File: config.mk
export PLATFORM = sky130hd
export DESIGN_NAME = alu_op_sequencer
export DESIGN_NICKNAME = d
export VERILOG_FILES = /design/src/rtl/alu_pkg.sv /design/src/rtl/alu_regfile.sv /design/src/rtl/alu_op_sequencer.sv
export SDC_FILE = /design/constraint.sdc
export NUM_CORES = 1
export LEC_CHECK = 0
export CAP_MARGIN = 20
export CORE_ASPECT_RATIO = 1.2
export CORE_MARGIN = 3
export CORE_UTILIZATION = 30
export CTS_BUF_LIST = sky130_fd_sc_hd__clkbuf_2 sky130_fd_sc_hd__clkbuf_4 sky130_fd_sc_hd__clkbuf_8
export DETAILED_ROUTE_END_ITERATION = 8
export GPL_TIMING_DRIVEN = 0
export HOLD_SLACK_MARGIN = 0.02
export SYNTH_ARGS = -nofsm -noshare
export SYNTH_HDL_FRONTEND = slang
export SYNTH_SLANG_ARGS = --single-unit
File: constraint.sdc
create_clock -name clk -period 4.31 [get_ports clk]
set_clock_uncertainty 0.1 [all_clocks]
set_input_delay 0.6465 -clock clk [delete_from_list [all_inputs] [get_ports clk]]
set_output_delay 0.6465 -clock clk [all_outputs]
set_load 0.005 [all_outputs]
File: src/rtl/alu_pkg.sv
// Shared definitions for the ALU operand sequencer: select codes, FSM states and
// the default data width.
package alu_pkg;

  localparam int unsigned DEF_WIDTH = 4;

  localparam logic [2:0] ALU_ADD = 3'b000;
  localparam logic [2:0] ALU_SUB = 3'b001;
  localparam logic [2:0] ALU_AND = 3'b010;
  localparam logic [2:0] ALU_OR  = 3'b011;
  localparam logic [2:0] ALU_XOR = 3'b100;
  localparam logic [2:0] ALU_NOT = 3'b101;
  localparam logic [2:0] ALU_GT  = 3'b110;
  localparam logic [2:0] ALU_EQ  = 3'b111;

  typedef enum logic [1:0] {IDLE, ISSUE, WRITEBACK} state_e;

  // Only add and sub produce a meaningful carry/borrow out of the ALU.
  function automatic logic op_has_carry(input logic [2:0] op);
    return (op == ALU_ADD) || (op == ALU_SUB);
  endfunction

endpackage

File: src/rtl/alu_regfile.sv
// Small register file: async clear, one write port, two operand reads and one
// debug read, all reads combinational.
module alu_regfile
  import alu_pkg::*;
#(
  parameter int unsigned WIDTH = DEF_WIDTH,
  parameter int unsigned NREGS = 4,
  parameter int unsigned AW    = 2
) (
  input  logic             clk_i,
  input  logic             rst_i,
  input  logic             we_i,
  input  logic [AW-1:0]    waddr_i,
  input  logic [WIDTH-1:0] wdata_i,
  input  logic [AW-1:0]    raddr_a_i,
  output logic [WIDTH-1:0] rdata_a_o,
  input  logic [AW-1:0]    raddr_b_i,
  output logic [WIDTH-1:0] rdata_b_o,
  input  logic [AW-1:0]    rd_addr_i,
  output logic [WIDTH-1:0] rd_data_o
);

  logic [WIDTH-1:0] regs_q [NREGS];
  logic [WIDTH-1:0] regs_d [NREGS];

  always_comb begin
    regs_d = regs_q;
    if (we_i) begin
      regs_d[waddr_i] = wdata_i;
    end
  end

  always_ff @(posedge clk_i or posedge rst_i) begin
    if (rst_i) begin
      for (int i = 0; i < int'(NREGS); i++) begin
        regs_q[i] <= '0;
      end
    end else begin
      regs_q <= regs_d;
    end
  end

  assign rdata_a_o = regs_q[raddr_a_i];
  assign rdata_b_o = regs_q[raddr_b_i];
  assign rd_data_o = regs_q[rd_addr_i];

endmodule

File: src/rtl/alu_op_sequencer.sv
// Initiator for an external combinational ALU: accepts one command at a time,
// drives operands from the register file and writes the result back with flags.
module alu_op_sequencer
  import alu_pkg::*;
#(
  parameter int unsigned WIDTH = DEF_WIDTH,
  parameter int unsigned NREGS = 4,
  parameter int unsigned AW    = 2
) (
  input  logic             clk,
  input  logic             rst,
  input  logic             cmd_valid,
  output logic             cmd_ready,
  input  logic             cmd_load,
  input  logic [2:0]       cmd_op,
  input  logic [AW-1:0]    cmd_src_a,
  input  logic [AW-1:0]    cmd_src_b,
  input  logic [AW-1:0]    cmd_dst,
  input  logic [WIDTH-1:0] cmd_imm,
  output logic [WIDTH-1:0] alu_a,
  output logic [WIDTH-1:0] alu_b,
  output logic [2:0]       alu_sel,
  input  logic [WIDTH-1:0] alu_result,
  input  logic             alu_carry,
  output logic             done,
  output logic             flag_zero,
  output logic             flag_carry,
  input  logic [AW-1:0]    rd_addr,
  output logic [WIDTH-1:0] rd_data
);

  state_e           state_q, state_d;
  logic [2:0]       op_q, op_d;
  logic [AW-1:0]    dst_q, dst_d;
  logic [WIDTH-1:0] alu_a_q, alu_a_d;
  logic [WIDTH-1:0] alu_b_q, alu_b_d;
  logic             flag_zero_q, flag_zero_d;
  logic             flag_carry_q, flag_carry_d;

  logic             accept;
  logic             rf_we;
  logic [AW-1:0]    rf_waddr;
  logic [WIDTH-1:0] rf_wdata;
  logic [WIDTH-1:0] rf_rdata_a;
  logic [WIDTH-1:0] rf_rdata_b;

  alu_regfile #(
    .WIDTH (WIDTH),
    .NREGS (NREGS),
    .AW    (AW)
  ) u_regfile (
    .clk_i     (clk),
    .rst_i     (rst),
    .we_i      (rf_we),
    .waddr_i   (rf_waddr),
    .wdata_i   (rf_wdata),
    .raddr_a_i (cmd_src_a),
    .rdata_a_o (rf_rdata_a),
    .raddr_b_i (cmd_src_b),
    .rdata_b_o (rf_rdata_b),
    .rd_addr_i (rd_addr),
    .rd_data_o (rd_data)
  );

  // Gating with rst keeps ready low for the whole reset, not just after an edge.
  assign cmd_ready = (state_q == IDLE) && !rst;
  assign accept    = cmd_valid && cmd_ready;

  always_comb begin
    state_d      = state_q;
    op_d         = op_q;
    dst_d        = dst_q;
    alu_a_d      = alu_a_q;
    alu_b_d      = alu_b_q;
    flag_zero_d  = flag_zero_q;
    flag_carry_d = flag_carry_q;
    rf_we        = 1'b0;
    rf_waddr     = dst_q;
    rf_wdata     = alu_result;

    unique case (state_q)
      IDLE: begin
        if (accept) begin
          dst_d = cmd_dst;
          if (cmd_load) begin
            rf_we        = 1'b1;
            rf_waddr     = cmd_dst;
            rf_wdata     = cmd_imm;
            flag_zero_d  = (cmd_imm == '0);
            flag_carry_d = 1'b0;
            state_d      = WRITEBACK;
          end else begin
            // No write can land before ISSUE, so these equal the ISSUE-time reads.
            op_d    = cmd_op;
            alu_a_d = rf_rdata_a;
            alu_b_d = rf_rdata_b;
            state_d = ISSUE;
          end
        end
      end
      ISSUE: begin
        rf_we        = 1'b1;
        flag_zero_d  = (alu_result == '0);
        flag_carry_d = alu_carry && op_has_carry(op_q);
        state_d      = WRITEBACK;
      end
      WRITEBACK: begin
        state_d = IDLE;
      end
      default: begin
        state_d = IDLE;
      end
    endcase
  end

  always_ff @(posedge clk or posedge rst) begin
    if (rst) begin
      state_q      <= IDLE;
      op_q         <= '0;
      dst_q        <= '0;
      alu_a_q      <= '0;
      alu_b_q      <= '0;
      flag_zero_q  <= 1'b0;
      flag_carry_q <= 1'b0;
    end else begin
      state_q      <= state_d;
      op_q         <= op_d;
      dst_q        <= dst_d;
      alu_a_q      <= alu_a_d;
      alu_b_q      <= alu_b_d;
      flag_zero_q  <= flag_zero_d;
      flag_carry_q <= flag_carry_d;
    end
  end

  assign alu_a      = alu_a_q;
  assign alu_b      = alu_b_q;
  assign alu_sel    = op_q;
  assign done       = (state_q == WRITEBACK);
  assign flag_zero  = flag_zero_q;
  assign flag_carry = flag_carry_q;

endmodule

==> flow_summary.toml, run 1 <==
[setup_path]
cp-start-kind = "primary input"
critPathArrivalTime_ns = 2.29
timing.reg2reg.worst_path_depth = 5
crit_slowest_cell = "clkdlybuf4s50_1"
crit_top_cell = "clkdlybuf4s50_1"
cp_num_cells = 3
r2r_start = "state_q[0]$_DFFE_PP0P_"
path_cells = "clkdlybuf4s50_1 -> mux4_2 -> clkdlybuf4s50_1"
critPathKind = "primary input to primary output"
setup.worst_path.start = "rd_addr[0]"
cp.required_ns = 3.56
path_delay_family = "buffers and inverters"
cp-end-kind = "primary output"
slowest_delay_ns = 0.63
critPathMaxFanout = 4
crit_buf_inv = 2

[worst_hold_path]
hp-class = "flip-flop to flip-flop"
worstHoldPathCells = 1
worstHoldStart = "alu_b[0]$_DFFE_PP0P_"

[die]
dieArea_sq_mm = 0.00696
io_pins = 43
die_w_um = 76.6
die_height_um = 90.8
core_area_sq_mm = 0.00574
initial_core_util = 0.313
rows = 30

[routing]
dr.pass1.iters = 4
drcViolationCount = 0
vias = 1422
vias_per_cell = 5.17
drt_wl_total_um = 4450
wl_per_cell_um = 16.2
antenna_left = 0
dr.first_iter.drc_count = 80

[placed_design]
dp_slack_ns = 1.26
post-dp-hpwl_um = 3480
place_congestion = 0.816
port_buffers = 41

[global_routing]
grt_max_degree = 23
first_global_vias = 1481
grt_pass1_wl_um = 7470
grt-ovfl-total = 0
grt_antenna_before_repair = 0
grt_usage = 0.139

[sta]
fin_crit_ns = 3.03
period_share = 0.704
hold_viol_final = 0
setup_ws_ns = 1.28
tightest_slew_ns = 0.866
whs_ns = 0.405
finalSetupViolCount = 0
maxSlewHeadroom = 0.415
fmax_mhz = 330
report.final.slew_viol_count = 0
rsz0062_at_grt = "no"
fin_tns_setup_ns = 0

[cts]
post-cts-setup-buffers = 0
clkLatencyLatePin_ns = 0.29
cts_made_buffers = 5
clkSinkCount = 33
root_buffer = "clkbuf_8"
cts_tree = "done"
cts_hold_buffers = 0
clock_path_buffers = 2
htreeDepth = 2
cts_resized = 0
path_clk_slew_ns = 0.07

[logic_synthesis]
synth_nets = 169
synthDistinctLibCells = 32
ys.warnings.count = 0
syn_area_per_cell_sq_um = 12.4
ys_seq_elements = 33
synthCells = 145
ys_seq_area_frac = 0.460
synth_area_sq_mm = 0.00180

[power_and_ir_drop]
p_leak_nw = 0.962
max-vdd-ir-drop_mv = 0.174
p_per_area_mw_per_mm2 = 481

[flow_run]
cap_violations = 0

[cells_and_area]
multi_input_area_sq_um = 901
layout_commonest_cell = "clkdlybuf4s50_1"
n_fill_cell = 556
layout_common_cells = "clkdlybuf4s50_1, dfrtp_1, nor2_1"
fin_nets = 218
areaGrowthSynthToFinish_pct = 35.6
num_antenna_cells = 0
final-seq-area_sq_um = 826
drive_above_1_share = 0.251

[outcome]
outcome = "finished, final reports clean"
kinds of logic after synthesis:
logic type / count (synthesis) / synth area share
buffers and inverters: 17 / 0.0390
and+or+nand+nor: 47 / 0.152
AOI/OAI and AO/OA: 25 / 0.130
DFF: 33 / 0.460
muxes: 23 / 0.219
Yosys cell counts (all sizes together):
| cell type | n | area share |
|---|---|---|
| o21bai | 1 | 0.0042 |
| and3b | 1 | 0.0049 |
| nor4b | 2 | 0.0098 |
| nand3b | 1 | 0.0042 |
| o21ai | 3 | 0.0084 |
| mux2 | 11 | 0.069 |
| inv | 12 | 0.025 |
| nor4 | 2 | 0.0070 |
| or4b | 2 | 0.011 |
| a21o | 1 | 0.0042 |
| nor2b | 1 | 0.0035 |
| or2 | 5 | 0.017 |
| nand4b | 1 | 0.0049 |
| dfrtp | 33 | 0.46 |
| a22o | 1 | 0.0049 |
| a31oi | 1 | 0.0035 |
| mux4 | 12 | 0.15 |
| nand4bb | 1 | 0.0063 |
| nand2 | 5 | 0.010 |
| o41a | 2 | 0.013 |
| buf | 3 | 0.0098 |
| a221oi | 8 | 0.042 |
| nor4bb | 1 | 0.0056 |
| nor2 | 14 | 0.029 |
| nand3 | 1 | 0.0028 |
| nor3 | 4 | 0.011 |
| nand2b | 5 | 0.017 |
| o221a | 8 | 0.050 |
| or4bb | 1 | 0.0063 |
| clkbuf | 2 | 0.0042 |
layout make-up:
type | count | share of cell area
Multi-Input combinational cell | 95 | 0.370
Sequential cell | 33 | 0.339
Timing Repair Buffer | 42 | 0.180
Tap cell | 80 | 0.0411
Clock buffer | 7 | 0.0395
Inverter | 12 | 0.0185
Buffer | 5 | 0.0103
Clock inverter | 1 | 0.00205
sequential cells by signal, summed over array words and instances (netlist names):
name              cells
alu_a                 4
alu_b                 4
alu_sel               3
dst_q                 2
flag_carry            1
flag_zero             1
state_q               2
u_regfile.regs_q     16
layer usage:
metal / vias to the layer above / wire [um] / global-route usage
met3: 12 / 306 / 0.0409
met2: 61 / 2050 / 0.214
met1: 688 / 1970 / 0.180
met5: - / 0 / 0
li1: 661 / - / -
met4: 0 / 126 / 0.0619
stage by stage:
step / utilization / area [sq um] / power, mW / cells
6_report: 0.424 / 2440 / 1.17 / 275
5_1_grt: 0.424 / 2440 / 1.25 / 275
4_1_cts: 0.424 / 2440 / 1.19 / 275
3_5_place_dp: 0.407 / 2330 / 0.925 / 267
3_3_place_gp: 0.402 / 2310 / 0.912 / 266
2_1_floorplan: - / 1800 / 0.707 / 145
report_power, final:
part | internal, mW | switching, mW
clock network | 0.144 | 0.113
registers | 0.420 | 0.0870
logic | 0.289 | 0.119
total | 0.853 | 0.319
worst paths after layout:
| kind | end | slack, ns |
|---|---|---|
| min reg2reg | alu_b[0]$_DFFE_PP0P_ | 0.40 |
| min | alu_b[0]$_DFFE_PP0P_ | 0.40 |
| max reg2reg | alu_a[3]$_DFFE_PP0P_ | 2.20 |
| min in group asynchronous | u_regfile.regs_q[15]$_DFFE_PP0P_ | 0.75 |
| max in group asynchronous | u_regfile.regs_q[4]$_DFFE_PP0P_ | 2.86 |
| max | rd_data[1] | 1.28 |
worst reg2reg max path: cells and delay by family (launching register included):
kind,cells,cell delay [ns]
flops,1,0.39
buf+inv,2,0.44
simple gates,2,0.72
mux,1,0.35
(Power assumes the default switching activity.)
==> inputs of run 2 (changes only) <==
==> constraint.sdc (replaced) <==
create_clock -name clk -period 2.9 [get_ports clk]
set_clock_uncertainty 0.1 [all_clocks]
set_input_delay 0.435 -clock clk [delete_from_list [all_inputs] [get_ports clk]]
set_output_delay 0.435 -clock clk [all_outputs]
set_load 0.005 [all_outputs]
==> results of run 2 <==
The final DEF is identical to that of run 1. Status: finished, final reports clean.
Among the figures that moved: setup slack after placement 1.26 ns -> 0.244 ns; setup slack after layout 1.28 ns -> 0.288 ns; register-to-register setup slack 2.20 ns -> 0.79 ns; total power 1.17 mW -> 1.74 mW; worst IR drop on VDD 0.174 mV -> 0.259 mV
